`config.mk`:
```
export PLATFORM = sky130hd
export DESIGN_NAME = vram_write_ctrl
export DESIGN_NICKNAME = d
export VERILOG_FILES = /design/src/rtl/vram_write_ctrl.sv
export SDC_FILE = /design/constraint.sdc
export NUM_CORES = 1
export LEC_CHECK = 0
export CORE_MARGIN = 10
export CORE_UTILIZATION = 35
export CTS_CLUSTER_DIAMETER = 100
export DETAILED_ROUTE_END_ITERATION = 8
export GPL_TIMING_DRIVEN = 0
export PLACE_DENSITY_LB_ADDON = 0.3
export SYNTH_ARGS = -nofsm -noshare
export SYNTH_HDL_FRONTEND = slang
export SYNTH_SLANG_ARGS = --single-unit
```
`constraint.sdc`:
```
create_clock -name clk -period 2.1 [get_ports clk]
set_input_delay 0.525 -clock clk [delete_from_list [all_inputs] [get_ports clk]]
set_output_delay 0.525 -clock clk [all_outputs]
set_load 0.01 [all_outputs]
```
`src/rtl/vram_write_ctrl.sv`:
```
// Arbitrates the shared text-mode VRAM port between scan-out reads, queued host
// writes and a full-screen clear fill. Scan-out always wins the port.
module vram_write_ctrl #(
    parameter int FIFO_DEPTH = 4,
    parameter int COLS       = 80,
    parameter int ROWS       = 25
) (
    input  logic        clk,
    input  logic        rst_n,
    input  logic        scan_active,
    input  logic [11:0] scan_addr,
    input  logic        wr_valid,
    output logic        wr_ready,
    input  logic [11:0] wr_addr,
    input  logic [7:0]  wr_char,
    input  logic [7:0]  wr_colr,
    input  logic [1:0]  wr_mask,
    input  logic        clr_start,
    input  logic [7:0]  clr_char,
    input  logic [7:0]  clr_colr,
    output logic        busy,
    output logic [11:0] ram_addr,
    output logic [7:0]  ram_char,
    output logic [7:0]  ram_colr,
    output logic        wren_ms,
    output logic        wren_mc,
    output logic        drop_err,
    output logic [1:0]  dbg_state
);

    localparam int              AW       = (FIFO_DEPTH > 1) ? $clog2(FIFO_DEPTH) : 1;
    localparam logic [AW:0]     DEPTH_W  = (AW+1)'(FIFO_DEPTH);
    localparam logic [7:0]      COLS_W   = 8'(COLS);
    localparam logic [5:0]      ROWS_W   = 6'(ROWS);
    localparam logic [6:0]      COL_LAST = 7'(COLS - 1);
    localparam logic [4:0]      ROW_LAST = 5'(ROWS - 1);

    typedef enum logic [1:0] {
        ST_IDLE  = 2'd0,
        ST_DRAIN = 2'd1,
        ST_CLEAR = 2'd2
    } state_t;

    typedef struct packed {
        logic [11:0] addr;
        logic [7:0]  chr;
        logic [7:0]  colr;
        logic [1:0]  mask;
    } entry_t;

    state_t        state, state_nxt;
    entry_t        fifo_mem [FIFO_DEPTH];
    entry_t        head;
    logic [AW-1:0] wr_ptr, rd_ptr;
    logic [AW:0]   count;
    logic          fifo_full, fifo_empty;
    logic          push, pop, clr_accept, clear_step, clr_last, head_oor;
    logic [6:0]    clr_col;
    logic [4:0]    clr_row;
    logic [7:0]    fill_char, fill_colr;

    // Host handshake: an entry is taken on any rising edge where wr_valid and
    // wr_ready are both 1; wr_ready is simply "queue not full" and never waits
    // on wr_valid, so the host may hold wr_valid until it sees wr_ready.
    assign fifo_full  = (count == DEPTH_W);
    assign fifo_empty = (count == '0);
    assign wr_ready   = ~fifo_full;
    assign push       = wr_valid & wr_ready;

    assign busy       = (state == ST_CLEAR);
    assign dbg_state  = state;
    assign clr_accept = clr_start & ~busy;
    assign clear_step = busy & ~scan_active;
    assign clr_last   = (clr_col == COL_LAST) && (clr_row == ROW_LAST);

    // Popping is allowed in IDLE as well so a write into an empty queue
    // reaches the RAM on the very next free edge.
    assign pop      = ~busy & ~fifo_empty & ~scan_active & ~clr_accept;
    assign head     = fifo_mem[rd_ptr];
    assign head_oor = ({1'b0, head.addr[6:0]} >= COLS_W) ||
                      ({1'b0, head.addr[11:7]} >= ROWS_W);

    always_ff @(posedge clk) begin
        if (push) begin
            fifo_mem[wr_ptr] <= '{addr: wr_addr, chr: wr_char, colr: wr_colr, mask: wr_mask};
        end
    end

    always_ff @(posedge clk or negedge rst_n) begin
        if (!rst_n) begin
            wr_ptr <= '0;
            rd_ptr <= '0;
            count  <= '0;
        end else begin
            if (push) wr_ptr <= wr_ptr + AW'(1);
            if (pop)  rd_ptr <= rd_ptr + AW'(1);
            case ({push, pop})
                2'b10:   count <= count + (AW+1)'(1);
                2'b01:   count <= count - (AW+1)'(1);
                default: count <= count;
            endcase
        end
    end

    always_ff @(posedge clk or negedge rst_n) begin
        if (!rst_n) begin
            state <= ST_IDLE;
        end else begin
            state <= state_nxt;
        end
    end

    always_comb begin
        state_nxt = state;
        case (state)
            ST_IDLE: begin
                if (clr_accept)       state_nxt = ST_CLEAR;
                else if (!fifo_empty) state_nxt = ST_DRAIN;
            end
            ST_DRAIN: begin
                if (clr_accept)       state_nxt = ST_CLEAR;
                else if (fifo_empty)  state_nxt = ST_IDLE;
            end
            ST_CLEAR: begin
                if (clear_step && clr_last) state_nxt = ST_IDLE;
            end
            default: state_nxt = ST_IDLE;
        endcase
    end

    // Raster position and fill data of the clear; data is latched at start
    // so the host may change clr_char/clr_colr during the fill.
    always_ff @(posedge clk or negedge rst_n) begin
        if (!rst_n) begin
            clr_col   <= '0;
            clr_row   <= '0;
            fill_char <= '0;
            fill_colr <= '0;
        end else if (clr_accept) begin
            clr_col   <= '0;
            clr_row   <= '0;
            fill_char <= clr_char;
            fill_colr <= clr_colr;
        end else if (clear_step) begin
            if (clr_col == COL_LAST) begin
                clr_col <= '0;
                clr_row <= clr_row + 5'd1;
            end else begin
                clr_col <= clr_col + 7'd1;
            end
        end
    end

    always_ff @(posedge clk or negedge rst_n) begin
        if (!rst_n) begin
            ram_addr <= '0;
            ram_char <= '0;
            ram_colr <= '0;
            wren_ms  <= 1'b0;
            wren_mc  <= 1'b0;
            drop_err <= 1'b0;
        end else begin
            wren_ms  <= 1'b0;
            wren_mc  <= 1'b0;
            drop_err <= 1'b0;
            if (scan_active) begin
                ram_addr <= scan_addr;
            end else if (clear_step) begin
                ram_addr <= {clr_row, clr_col};
                ram_char <= fill_char;
                ram_colr <= fill_colr;
                wren_ms  <= 1'b1;
                wren_mc  <= 1'b1;
            end else if (pop) begin
                ram_addr <= head.addr;
                ram_char <= head.chr;
                ram_colr <= head.colr;
                if (head_oor) begin
                    drop_err <= 1'b1;
                end else begin
                    wren_ms <= head.mask[0];
                    wren_mc <= head.mask[1];
                end
            end
        end
    end

endmodule

```
# [Word level (Yosys, flattened, before mapping)]
# Memories as Yosys holds them, arrays and structs flattened.
# Index checks and enable logic that the tools add are counted.
[classes] add_sub_neg=6 n_lt_le_gt_ge=2 n_eq_ne=10 mux=34 n_bitwise=11 n_reduce_logical=13
[ops] operator="12-bit 2-to-1 mux" n=3
[ops] operator="8-bit 2-to-1 mux" n=4
[ops] operator="7-bit 2-to-1 mux" n=3
[ops] operator="5-bit 2-to-1 mux" n=3
[ops] operator="1-bit 2-to-1 mux" n=14
[ops] operator="2-bit 2-to-1 mux" n=5
[ops] operator="2-bit nonzero test" n=4
[ops] operator="7-bit by 1-bit adder with 7-bit output (second input constant)" n=1
[ops] operator="7-bit == test (second input constant)" n=1
[ops] operator="7-bit greater-or-equal comparator (second input constant)" n=1
[ops] operator="1-bit AND" n=6
[ops] operator="3-bit inequality test (second input constant)" n=2
[ops] operator="2-bit one-hot mux with 3 select lines" n=1
[ops] operator="3-bit one-hot mux with 2 select lines" n=1
[ops] operator="5-bit by 1-bit adder with 5-bit output (second input constant)" n=1
[ops] operator="5-bit == test (second input constant)" n=1
[ops] operator="5-bit greater-or-equal comparator (second input constant)" n=1
[ops] operator="1-bit inverter" n=5
[ops] operator="2-bit by 1-bit adder with 2-bit output (second input constant)" n=2
[ops] operator="2-bit by 1-bit == test with 1-bit output (second input constant)" n=2
[ops] operator="2-bit == test (second input constant)" n=2
[ops] operator="2-bit AND reduction" n=2
[ops] operator="3-bit by 1-bit adder with 3-bit output (second input constant)" n=1
[ops] operator="3-bit == test (second input constant)" n=1
[ops] operator="8 further kinds" n=9
[totals] ff_bits=68 ram_bits=120 input_bits=63 out_inout_bits=35 word_cells=91 mem_count=1
[memory_table] memory="fifo_mem" words=4 word_bits=30 read_ports=1 rd_clocked_by_memory_dff=0 write_ports=1 line="52" rtl="entry_t fifo_mem [FIFO_DEPTH];"

# [Depth between registers and ports, before layout]
[logic_depth] depth_word=8 mapped_depth=10 depth_no_buf=10

# [Worst setup path after synthesis]
# No wires, ideal clock.
[synth_timing] path_type="in2reg" startpoint="input clr_start" endpoint="register count[2]" setup_time_ns=0.079 arrival_time_ns=2.381 required_time_ns=2.021 path_slack_ns=-0.360 path_stages=10 path_buffers=2 path_cell_list="clkbuf_1 -> or2_1 -> clkbuf_8 -> nor3_1 -> ha_1 -> inv_1 -> fa_1 -> xor2_1 -> nor2_1 -> xor2_1"
[synth_via] elab_chain_len=5 elab_cells_between_ends=7 cone_classes="2 x eq/ne; 1 x mux; 3 x bitwise; 1 x reduce/logical"
[synth_lines] item="start: declaration" line="18" rtl="input logic clr_start,"
[synth_lines] item="1-bit AND (*)" line="72" rtl="assign clr_accept = clr_start & ~busy;"
[synth_lines] item="1-bit inverter (*)" line="78" rtl="assign pop = ~busy & ~fifo_empty & ~scan_active & ~clr_accept;"
[synth_lines] item="1-bit AND (*)" line="78"
[synth_lines] item="via pop" line="57" rtl="logic push, pop, clr_accept, clear_step, clr_last, head_oor;"
[synth_lines] item="2-bit by 1-bit == test with 1-bit output / 2-bit == test (equally long branches)" line="97" rtl="case ({push, pop})"
[synth_lines] item="3-bit one-hot mux with 2 select lines / 2-bit nonzero test (equally long branches)"
[synth_lines] item="end signal: assignment" line="98" rtl="2'b10: count <= count + (AW+1)'(1);"
[synth_lines] item="end signal: assignment" line="99" rtl="2'b01: count <= count - (AW+1)'(1);"
[synth_lines] item="end signal: assignment" line="100" rtl="default: count <= count;"
[synth_lines] item="end: declaration" line="55" rtl="logic [AW:0] count;"
# The timed path passes the listed nets; every way through them passes the cells marked *.
# A chain may end at the register's enable or synchronous reset.

# [Worst setup path after layout]
[layout_timing] startpoint="register state[0] (netlist: dbg_state[0])" endpoint="register count[2]"
[layout_via] elab_chain_len=7 elab_cells_between_ends=11 cone_classes="3 x eq/ne; 1 x mux; 6 x bitwise; 1 x reduce/logical"
[layout_lines] item="start: declaration" line="51" rtl="state_t state, state_nxt;"
[layout_lines] item="start signal: assignment" line="109" rtl="state <= state_nxt;"
[layout_lines] item="2-bit == test (*)" line="70" rtl="assign busy = (state == ST_CLEAR);"
[layout_lines] item="1-bit inverter (*)" line="72, 78"
[layout_lines] item="1-bit AND (on tied branches)" line="78, 72"
[layout_lines] item="1-bit AND / 1-bit inverter (equally long branches)" line="78"
[layout_lines] item="1-bit AND (*)" line="78"
[layout_lines] item="via pop" line="57"
[layout_lines] item="2-bit by 1-bit == test with 1-bit output / 2-bit == test (equally long branches)" line="97"
[layout_lines] item="3-bit one-hot mux with 2 select lines / 2-bit nonzero test (equally long branches)"
# Marked as above.

==> results.md <==
- Share of layout cells above drive strength 1: 0.180
- Vias in the first global route: 4921
- Via Count: 4506
- Period utilization: 0.983
- CTS tree: done
- Synth unique cells: 50
- Mapped Nets: 545
- DIE WIDTH: 168 um
- Worst setup margin: 35.7 ps
- Pwr Total: 13.2 mW
- Total Nets Final: 674
- CP Capture Type: register
- First-pass GRT wire length: 28.3 mm
- Fmax achieved: 484 MHz
- H-tree depth: 4
- Hold Fails Final Rpt: 0
- Worst-Skew Late Latency: 430 ps
- Cell Rows: 53
- Via/cell ratio: 5.06
- Syn. warnings: 0
- Max FO, Critical Path: 6
- Initial Util: 0.360
- Slew headroom: 0.381
- Final setup violation count: 0
- WP buf/inv: 3
- Crit path time final: 2060 ps
- Worst slew pin tran: 928 ps
- Cts hold-fix bufs: 0
- Sequential power share: 0.411
- Clk root buf: clkbuf_16
- Post-Syn Instances: 473
- Crit-path cells: nand2b_4 > inv_4 > buf_6 > nor3_4 > ha_2 > inv_2 > fa_2 > xor2_1 > nor2_1 > xor2_1
- # DRC: 0
- Switching fraction of total power: 0.312
- Max-cap check violation count: 0
- Max-slew violations: 0
- Largest net degree at the start of global routing: 69
- Post-synth EDFFs: 120
- Predominant post-synthesis flop cell: edfxtp_1
- Largest stage delay, worst path: 400 ps
- GRT overflow: 0
- Num ports: 98
- Area growth syn-to-layout: 27.4%
- Total CTS buffers: 17
- Final TNS setup: 0 ps
- Synthesized flop and latch total: 188
- DR pass1 iterations: 4
- Pwr/cell area: 1360 mW/mm2
- WL/cell: 20.9 um
- CP top delay family: adder cells
- Clock buffer depth: 2
- Port Buffer Count: 95
- Worst slack, placed: -484 ps
- Mean Syn Cell Area: 16.2 um2
- Worst r2r dst: count[2]
- Cell mode on critical path: xor2_1
- Ys async rst share: 0.362
- Sequential cell area fraction in the yosys report: 0.694
- RSZ-0062 raised after global routing: yes
- VDD IR max: 0.697 mV
- Final Wtd Congestion: 0.741
- Psw: 4.13 mW
- Clk pwr share: 0.249
- Lkg Pwr: 3.64 nW
- Mapped Area: 0.00764 mm2
- CORE AREA: 0.0212 mm2
- Reg2reg setup slack: 40 ps
- Die height: 168 um
- Clock skew: 7.40 ps
- R2R Path Start: dbg_state[0]
- Internal Power: 9.10 mW
- DRT antenna net count: 0
- Total wire length: 18.6 mm
- Post-detail-place hpwl: 12.4 mm
- 1st-iter DRT viols: 257
- CP startpoint kind: register
- Outcome: finished, final reports clean
- CP required: 2460 ps
- Initial antenna violation count: 0
- Combinational power share: 0.339
- Reg clk slew, reported paths: 70 ps
- CP Class: reg2reg
- Hold Crit Class: in2async
- Antenna cells: 0
- Clk sinks: 188
- Reg2Reg Depth: 10
- CP arrival: 2420 ps
- Slowest cell on crit path: dfrtp_1
- Die ar.: 0.0281 mm2
- GR Util All Layers: 0.131
what timing repair did:
item	in CTS	in global routing
resized for setup	11	12
buffers inserted	7	9
setup endpoints to repair	14	29
pin swaps	5	7
worst max path at each step:
stage,startpoint,end,depth (start not counted)
6_report,dbg_state[0],count[2],10
5_1_grt,dbg_state[0],count[2],10
4_1_cts,dbg_state[0],ram_char[2],7
3_5_place_dp,dbg_state[0],busy,4
3_3_place_gp,rst_n,ram_char[2],1
2_1_floorplan,clr_start,count[2],10
registers in the layout, indices dropped and copies added (netlist names):
register   cells
fill_colr      8
rd_ptr         2
dbg_state      2
clr_col        7
fifo_mem     120
count          3
drop_err       1
ram_char       8
wr_ptr         2
ram_addr      12
ram_colr       8
fill_char      8
clr_row        5
wren_ms        1
wren_mc        1
power groups by stage:
stage               clock network, mW  registers [mW]  logic [mW]
floorplan                           0            5.48        2.53
global placement                    0            5.47        4.17
detailed placement                  0            5.49        4.27
CTS                              3.35            5.44        4.39
global route                     3.51            5.54        4.89
finish                           3.30            5.44        4.49
through the flow:
| stage | utilization | instance area [um2] | hold slack (ps) | std cells |
|---|---|---|---|---|
| after floorplan | - | 7670 | 229 | 473 |
| after global placement | 0.422 | 8960 | 459 | 843 |
| after detailed placement | 0.422 | 8960 | 467 | 843 |
| after CTS | 0.455 | 9650 | 252 | 882 |
| after global routing | 0.459 | 9730 | 262 | 890 |
| final | 0.459 | 9730 | 196 | 890 |
logic make-up after synthesis:
| kind of cell | count (synthesis) | synth area share |
|---|---|---|
| buffers and inverters | 37 | 0.0287 |
| AO/OA/AOI/OAI | 92 | 0.0912 |
| XOR/XNOR | 8 | 0.00917 |
| adder cells (fa/ha/maj) | 9 | 0.0157 |
| AND/OR/NAND/NOR | 107 | 0.0681 |
| multiplexers | 32 | 0.0927 |
| flip-flops | 188 | 0.694 |
cells in the final DEF (no fill, tap or decap), drive strengths merged, types with 2 or more instances in the layout:
cell           netlist  final
mux4                30     30
nor2b                2      2
nand2               60     60
a22o                 4      4
clkinv               0      4
clkdlybuf4s50        0     92
nor3b                5      5
edfxtp             120    120
nor3                 3      3
ha                   8      8
a21oi                5      5
o31ai                3      3
nand3                6      6
xor2                 5      5
xnor2                3      3
a2bb2oi              4      4
o21ai               14     14
clkbuf              17     37
inv                 12     16
a21o                 5      5
o21a                 7      7
and3                 8      8
o22a                 5      5
or3                  2      2
a211oi               4      4
nand4                2      2
a22oi               21     21
o2bb2ai             17     17
dfrtp               68     68
buf                  8     24
bufinv               0      3
nor2                12     12
synth_stat cells, drive strengths merged (2+ instances only):
master	n	area share
a211oi	4	0.0039
a21o	5	0.0049
a21oi	5	0.0033
a22o	4	0.0046
a22oi	21	0.021
a2bb2oi	4	0.0046
and3	8	0.0066
buf	8	0.0092
clkbuf	17	0.014
dfrtp	68	0.22
edfxtp	120	0.47
ha	8	0.013
inv	12	0.0059
mux4	30	0.090
nand2	60	0.029
nand3	6	0.0039
nand4	2	0.0016
nor2	12	0.0059
nor2b	2	0.0016
nor3	3	0.0033
nor3b	5	0.0056
o21a	7	0.0069
o21ai	14	0.0092
o22a	5	0.0057
o2bb2ai	17	0.019
o31ai	3	0.0029
or3	2	0.0016
xnor2	3	0.0034
xor2	5	0.0057
final cells by class:
cell class | instances | area (um2)
buffer | 24 | 184
clock buffer | 20 | 447
clock inverter | 12 | 159
fill | 1840 | 11500
inverter | 12 | 47.5
multi-input combinational | 248 | 2170
sequential | 188 | 5310
tap | 275 | 344
timing repair buffer | 111 | 1070
per-layer routing:
metal	vias to the layer above	GRT usage	wire length, um
met2	88	0.218	9560
li1	2078	-	-
met5	-	0	0
met4	0	0.0469	199
met1	2328	0.152	7750
met3	12	0.0487	1130
(Power assumes the default switching activity.)
